==> src/rtl/pc_fetch_unit.sv <==
// Program counter owner and instruction fetch sequencer.
// Issues one fetch at a time and holds the word until the core retires it.
module pc_fetch_unit #(
  parameter logic [31:0] RESET_VECTOR = 32'h0040_0000
) (
  input  logic        clock,
  input  logic        reset,
  input  logic [1:0]  next_pc_select,
  input  logic        pc_update,
  input  logic [31:0] branch_target,
  input  logic [31:0] jalr_target,
  input  logic [31:0] trap_vector,
  output logic [31:0] pc,
  output logic [31:0] pc_plus_4,
  output logic        fetch_req_valid,
  input  logic        fetch_req_ready,
  output logic [31:0] fetch_addr,
  input  logic        fetch_rsp_valid,
  input  logic [31:0] fetch_rsp_data,
  output logic [31:0] inst,
  output logic        inst_valid,
  output logic        misaligned_target
);

  typedef enum logic [1:0] {
    S_REQ  = 2'd0,
    S_WAIT = 2'd1,
    S_HOLD = 2'd2
  } state_t;

  state_t      state;
  logic [31:0] trap_base;
  logic [31:0] target;
  logic        target_bad;

  assign pc_plus_4  = pc + 32'd4;
  assign fetch_addr = pc;
  assign trap_base  = {trap_vector[31:2], 2'b00};

  always_comb begin
    target = pc_plus_4;
    unique case (next_pc_select)
      2'b00:   target = pc_plus_4;
      2'b01:   target = branch_target;
      2'b10:   target = {jalr_target[31:1], 1'b0};
      default: target = trap_base;
    endcase
    // Trap vector is pre-aligned, so only the other sources can fault.
    target_bad = (next_pc_select != 2'b11) && target[1];
  end

  always_ff @(posedge clock) begin
    if (reset) begin
      state             <= S_REQ;
      pc                <= RESET_VECTOR;
      inst              <= 32'd0;
      inst_valid        <= 1'b0;
      misaligned_target <= 1'b0;
      fetch_req_valid   <= 1'b1;
    end else begin
      misaligned_target <= 1'b0;
      unique case (state)
        S_REQ: begin
          if (fetch_req_ready) begin
            state           <= S_WAIT;
            fetch_req_valid <= 1'b0;
          end
        end
        S_WAIT: begin
          if (fetch_rsp_valid) begin
            state      <= S_HOLD;
            inst       <= fetch_rsp_data;
            inst_valid <= 1'b1;
          end
        end
        S_HOLD: begin
          if (pc_update) begin
            state             <= S_REQ;
            inst_valid        <= 1'b0;
            fetch_req_valid   <= 1'b1;
            pc                <= target_bad ? trap_base : target;
            misaligned_target <= target_bad;
          end
        end
        default: begin
          state           <= S_REQ;
          fetch_req_valid <= 1'b1;
          inst_valid      <= 1'b0;
        end
      endcase
    end
  end

endmodule

==> config.mk <==
export PLATFORM = sky130hd
export DESIGN_NAME = pc_fetch_unit
export DESIGN_NICKNAME = d
export VERILOG_FILES = /design/src/rtl/pc_fetch_unit.sv
export SDC_FILE = /design/constraint.sdc
export NUM_CORES = 1
export LEC_CHECK = 0
export CAP_MARGIN = 20
export CORE_UTILIZATION = 35
export DETAILED_ROUTE_END_ITERATION = 16
export GPL_TIMING_DRIVEN = 0
export PLACE_DENSITY = 0.8
export SYNTH_ARGS = -nofsm -noshare
export SYNTH_HDL_FRONTEND = slang
export SYNTH_SLANG_ARGS = --single-unit
export TNS_END_PERCENT = 50
==> constraint.sdc <==
create_clock -name clock -period 2.3 [get_ports clock]
set_clock_uncertainty 0.15 [all_clocks]
set_input_delay 0.345 -clock clock [delete_from_list [all_inputs] [get_ports clock]]
set_output_delay 0.345 -clock clock [all_outputs]
set_load 0.02 [all_outputs]
==> run metrics, run 1 <==
Worst slew margin 0.437; max incr delay on CP 580 ps; worst r2r src fetch_addr[8]$_SDFFE_PP0P_; GRT overflow 0; slowest CP cell or4_4; WL final 22800 um; clk root buf clkbuf_16; final core utilization 0.685; status finished with violations; CTS tree yes; Critical Path RT 1800 ps; Synth top area share 0.307; row count 41; CP bufs+invs 1; Vias/cell 5.68; Finished Layout Cells 1126; # setup viols final 21; layout cell share with drive strength beyond 1 0.253; Final min period 2640 ps; Cell Area, Synth 4500 sq um; H-tree levels 3; failing checks setup timing; HP Start inst[16]$_SDFFE_PP0P_; Setup TNS Final -4350 ps; Final Hold Fails 0; Starting DRT DRC Count 668; IO Port Bufs 261; Final HPWL DP 15000 um; Mapped Avg Cell Area 7.29 sq um; cts bufs inserted 9; Comb pwr share 0.241; Worst Setup SP fetch_addr[3]$_SDFFE_PP0P_; Worst-Margin Slew 845 ps; sequential fraction of design power 0.365; CP Capture Type output pin; Post-synth EDFFs 0; die span in x 115 um; RSZ-0062 raised after global routing yes; setup ws final -338 ps; f_max 379 MHz; Max clock buf depth 2; Avg WL per Cell 20.2 um; fraction of registers with async set/reset 0; Largest delay share family, worst path simple AND/OR/NAND/NOR gates; CTS Hold Bufs 0; sequential share of the synthesized area 0.307; placed cells 1050; Pwr Density 400 nW/um^2; Clk Latency, worst-skew pair 330 ps; Static Leak 3.46 nW; DR pass1 iterations 7; class of the worst hold path reg -> reg; Layout area overhead 91.3%; vias 6401; die height 115 um; initial antenna violation count 1; Clk network pwr share 0.394; yosys warns 0; crit-path max FO 6; top cells by area, synth dfxtp_1 31%, a21oi_1 8.3%, nand2_1 7.8%; Antenna Nets Post-Route 0; IO Pins 266; CP arrival 2140 ps; largest net degree at the start of global routing 15; dominant synthesized flop cell dfxtp_1; clock slew seen by the registers of the worst setup and hold paths 60 ps; core area 12600 sq um; Setup WS pre-CTS -960 ps; Setup CP Type reg -> out; fillcell total 1038; All-Layer GR Usage 0.317; # DRC 0; Netlist cell types 61; max cap viols 0; Mapped Cells 617; register bit total from synthesis 69; Nets 1084; Int Power 2.38 mW; most common cell after layout, fill and taps aside clkdlybuf4s50_1; clock sinks 69; area of the die 13300 sq um; Peak VDD IR 0.000362 V; vias in the first global route 5924; Total Power 3.44 mW; Syn Nets 753; Startpoint Class flip-flop; P_sw 1.06 mW; largest area contributor in the netlist dfxtp_1; max-slew violation count 0; period utilisation layout 1.15; CP Cell Sequence ha_4, nand3_4, or4_4, o21a_1, or2_4, buf_6; Starting Density 0.358; most frequent cells in the layout 230 x clkdlybuf4s50_1, 96 x buf_4, 92 x nand2_1; global-route wire length before repair 31700 um; Switching Share 0.307; RD Place Congestion 0.961
## cell families (layout without fill, tap and decap cells)
group                      after synthesis  after routing  synth area share
other                                    0              1                 0
DFF                                     69             69             0.307
xor gates and xnor gates                24             24            0.0467
and+or+nand+nor                        236            236             0.257
muxes                                    7              7            0.0156
buffers and inverters                   89            425             0.107
adders and majority gates                1              1           0.00278
AOI/OAI and AO/OA                      191            191             0.265
## power by group through the flow
stage / Sequential (mW) / Combinational (mW) / Clock, mW
after floorplan: 1.34 / 0.279 / 0
after global routing: 1.26 / 0.878 / 1.40
after CTS: 1.26 / 0.791 / 1.35
final: 1.26 / 0.830 / 1.35
after global placement: 1.30 / 0.765 / 0
after detailed placement: 1.30 / 0.769 / 0
## cells in the mapped netlist, types with 9 or more instances
| library cell | number |
|---|---|
| o22ai_1 | 9 |
| clkbuf_1 | 37 |
| o211ai_1 | 10 |
| dfxtp_1 | 69 |
| nor3_1 | 11 |
| a31oi_1 | 10 |
| a21oi_1 | 75 |
| nand3_1 | 10 |
| buf_4 | 35 |
| xor2_1 | 11 |
| nand4_1 | 11 |
| nand2_1 | 94 |
| xnor2_1 | 13 |
| o21ai_0 | 34 |
| nor2_1 | 62 |
## flip-flops by register name (all words and copies together) (netlist names)
name	flops
fetch_addr	32
misaligned_target	1
state	2
inst	32
inst_valid	1
fetch_req_valid	1
## layer usage
| metal | up-vias | global-route usage | wire length, um |
|---|---|---|---|
| met5 | - | 0 | 0 |
| met4 | 0 | 0.180 | 1180 |
| met3 | 114 | 0.0965 | 2950 |
| met2 | 523 | 0.526 | 10600 |
| met1 | 2924 | 0.361 | 8020 |
| li1 | 2840 | - | - |
## worst paths after layout
check,end,cells after the start,slack [ps]
setup reg to reg,fetch_addr[30]$_SDFFE_PP0P_,8,-20
hold reg to reg,inst[16]$_SDFFE_PP0P_,2,300
setup / recovery,pc_plus_4[20],6,-340
hold / removal,inst[16]$_SDFFE_PP0P_,2,300
## worst register-to-register path: stages (launching register included)
cell and delay, ps:
dfxtp_4 360, nand4_4 210, buf_12 210, buf_6 110
nor4_4 390, nand3_2 180, buf_4 180, o32a_1 330
a31oi_1 130
## timing repair
action,in CTS,in global routing
gates resized for setup,207,70
setup buffers,41,21
pin swaps,26,26
hold endpoints to repair,0,0
endpoints found under the setup margin,58,54
gates cloned,1,0
## final cells by class
| cell class | instances | area, sq um | area share |
|---|---|---|---|
| antenna | 1 | 2.50 | 0.000291 |
| buffer | 76 | 478 | 0.0555 |
| clock buffer | 9 | 225 | 0.0262 |
| clock inverter | 7 | 56.3 | 0.00654 |
| inverter | 9 | 38.8 | 0.00451 |
| multi-input combinational | 459 | 2990 | 0.348 |
| sequential | 69 | 1460 | 0.169 |
| tap | 172 | 215 | 0.0250 |
| timing repair buffer | 324 | 3140 | 0.365 |
## stage by stage
step / hold WS (ps) / area, sq um
after floorplan: 312 / 4550
after global placement: 290 / 7380
after detailed placement: 297 / 7380
after CTS: 304 / 8260
after global routing: 319 / 8600
final: 301 / 8600
Note: power is estimated with default switching activity, not from simulation.
==> run 2, diff against run 1 <==
- SLEW_MARGIN: default -> 25
==> results of run 2 <==
The final DEF is identical to that of run 1; final timing and power are the same.
==> run 3, diff against run 2 <==
- CORE_UTILIZATION: 35 -> 38
- GPL_TIMING_DRIVEN: 0 -> default
- PLACE_DENSITY: 0.8 -> 0.82
- clock period: 2.3 -> 2.6 ns (I/O delays scaled with it)
==> run 3 against run 2 <==
- the flow still finishes with violations (setup timing)
- critical path depth increased by 1
- combinational power decreased by 16%
- largest cell class unchanged
- critical endpoint is now pc_plus_4[18]
- highest routed layer is now met5
- wire length decreased by 17%
- critical path type unchanged
==> run metrics, run 3 (synthesis results as in run 1) <==
class of the worst hold path in -> reg (was reg -> reg); Avg WL per Cell 18.2 um (was 20.2 um); Final HPWL DP 14200 um (was 15000 um); Critical Path RT 2060 ps (was 1800 ps); Finished Layout Cells 1047 (was 1126); All-Layer GR Usage 0.299 (was 0.317); vias 5857 (was 6401); RD Place Congestion 0.895 (was 0.961); max cap viols 0 (unchanged); die span in x 111 um (was 115 um); register area 1390 sq um (was 1460 sq um); setup ws final -54.7 ps (was -338 ps); Setup CP Type reg -> out (unchanged); Final min period 2650 ps; crit-path max FO 3 (was 6); clock slew seen by the registers of the worst setup and hold paths 60 ps (about the same); Final Hold Fails 0 (unchanged); Clk Latency, worst-skew pair 330 ps (about the same); Starting Density 0.392 (was 0.358); Layout area overhead 76.2% (was 91.3%); layout cell share with drive strength beyond 1 0.173 (was 0.253); global-route wire length before repair 29700 um (was 31700 um); Startpoint Class flip-flop (unchanged); Max clock buf depth 2 (unchanged); core area 11500 sq um (was 12600 sq um); row count 39 (was 41); DR pass1 iterations 6 (was 7); Static Leak 3.07 nW (was 3.46 nW); WL final 19000 um (was 22800 um); max-slew violation count 0 (unchanged); IO Pins 266 (unchanged); # setup viols final 3 (was 21); clk root buf clkbuf_16 (unchanged); period utilisation layout 1.02; final core utilization 0.691 (was 0.685); CP Capture Type output pin (unchanged); Antenna Nets Post-Route 0 (unchanged); largest net degree at the start of global routing 36 (was 15); H-tree levels 3 (unchanged); most frequent cells in the layout 235 x clkdlybuf4s50_1, 94 x nand2_1, 89 x buf_4 (was 230 x clkdlybuf4s50_1, 96 x buf_4, 92 x nand2_1); Nets 1034 (was 1084); f_max 377 MHz; status finished with violations (unchanged); IO Port Bufs 262 (was 261); failing checks setup timing (unchanged); most common cell after layout, fill and taps aside clkdlybuf4s50_1 (unchanged); Worst-Margin Slew 818 ps (was 845 ps); initial antenna violation count 2 (was 1); fillcell total 930 (was 1038); CP arrival 2110 ps (was 2140 ps); Peak VDD IR 0.000372 V (was 0.000362 V); area of the die 12300 sq um (was 13300 sq um); RSZ-0062 raised after global routing yes (unchanged); # DRC 0 (unchanged); Worst slew margin 0.454 (was 0.437); cts bufs inserted 9 (unchanged); CTS tree yes (unchanged); clock sinks 69 (unchanged); Starting DRT DRC Count 372 (was 668); area of the multi-input gates 2740 sq um (was 2990 sq um); die height 111 um (was 115 um); GRT overflow 0 (unchanged); vias in the first global route 5809 (was 5924); Vias/cell 5.59 (was 5.68); placed cells 1022 (was 1050); Pwr Density 397 nW/um^2 (was 400 nW/um^2)
-- run 3: cell count changes in the layout (fill, tap and decap cells not counted), moves of 5 or more --
cell	previous run	this run
buf_6	20	4
clkbuf_1	16	0
dfxtp_1	44	65
buf_4	96	89
xnor2_2	7	1
clkdlybuf4s50_1	230	235
dfxtp_4	18	0
clkbuf_2	18	7
xnor2_1	6	12
-- run 3: worst paths after layout --
check / startpoint / endpoint / slack (ps) / cells past startpoint
setup / recovery: fetch_addr[3]$_SDFFE_PP0P_ / pc_plus_4[18] / -50 / 7
hold / removal: reset / fetch_addr[29]$_SDFFE_PP0P_ / 290 / 2
setup reg to reg: fetch_addr[3]$_SDFFE_PP0P_ / fetch_addr[22]$_SDFFE_PP1P_ / 330 / 8
hold reg to reg: inst[14]$_SDFFE_PP0P_ / inst[14]$_SDFFE_PP0P_ / 300 / 2
-- run 3: cell type report --
cell class,instances,area share
Timing Repair Buffer,350,0.411
Multi-Input combinational cell,459,0.346
Sequential cell,69,0.175
Clock buffer,9,0.0284
Tap cell,143,0.0226
Clock inverter,7,0.0126
Inverter,9,0.00426
Antenna cell,1,0.000316
-- run 3: repair_timing --
action / CTS / global route
hold buffers: 0 / 0
setup endpoints to repair: 24 / 22
pin swaps: 3 / 11
buffers inserted: 1 / 7
gates resized for setup: 79 / 46
-- run 3: metrics by stage --
step	hold WS [ps]	cell area (sq um)	setup slack [ps]	total power [mW]	setup TNS [ps]
after detailed placement	299	7490	-164	1.83	-1170
after floorplan	336	4500	90.7	1.43	0
after global placement	291	7490	-162	1.82	-887
after CTS	275	7810	-245	3.15	-544
after global routing	283	7930	-111	3.25	-573
final	286	7930	-54.7	3.15	-108
-- run 3: where the power goes --
| part | leakage [nW] | switching, mW | internal [mW] |
|---|---|---|---|
| clock | 0.160 | 0.487 | 0.845 |
| sequential | 0.561 | 0.0264 | 1.09 |
| combinational | 2.35 | 0.331 | 0.366 |
-- run 3: critical path, cell delays in order, from the launching register on --
cell and delay, ps:
dfxtp_2 350, ha_4 160, nand3_4 80, or4_4 580, buf_6 160, nor3b_4 200, or2_4 150, buf_6 110
-- run 3: metal layers --
layer	vias to the layer above	routed length (um)	global-route usage	share of wire
met2	337	9330	0.521	0.49
met3	49	1780	0.0776	0.093
met4	2	527	0.123	0.028
met5	-	15	0	0.00079
li1	2734	-	-	-
met1	2735	7360	0.347	0.39
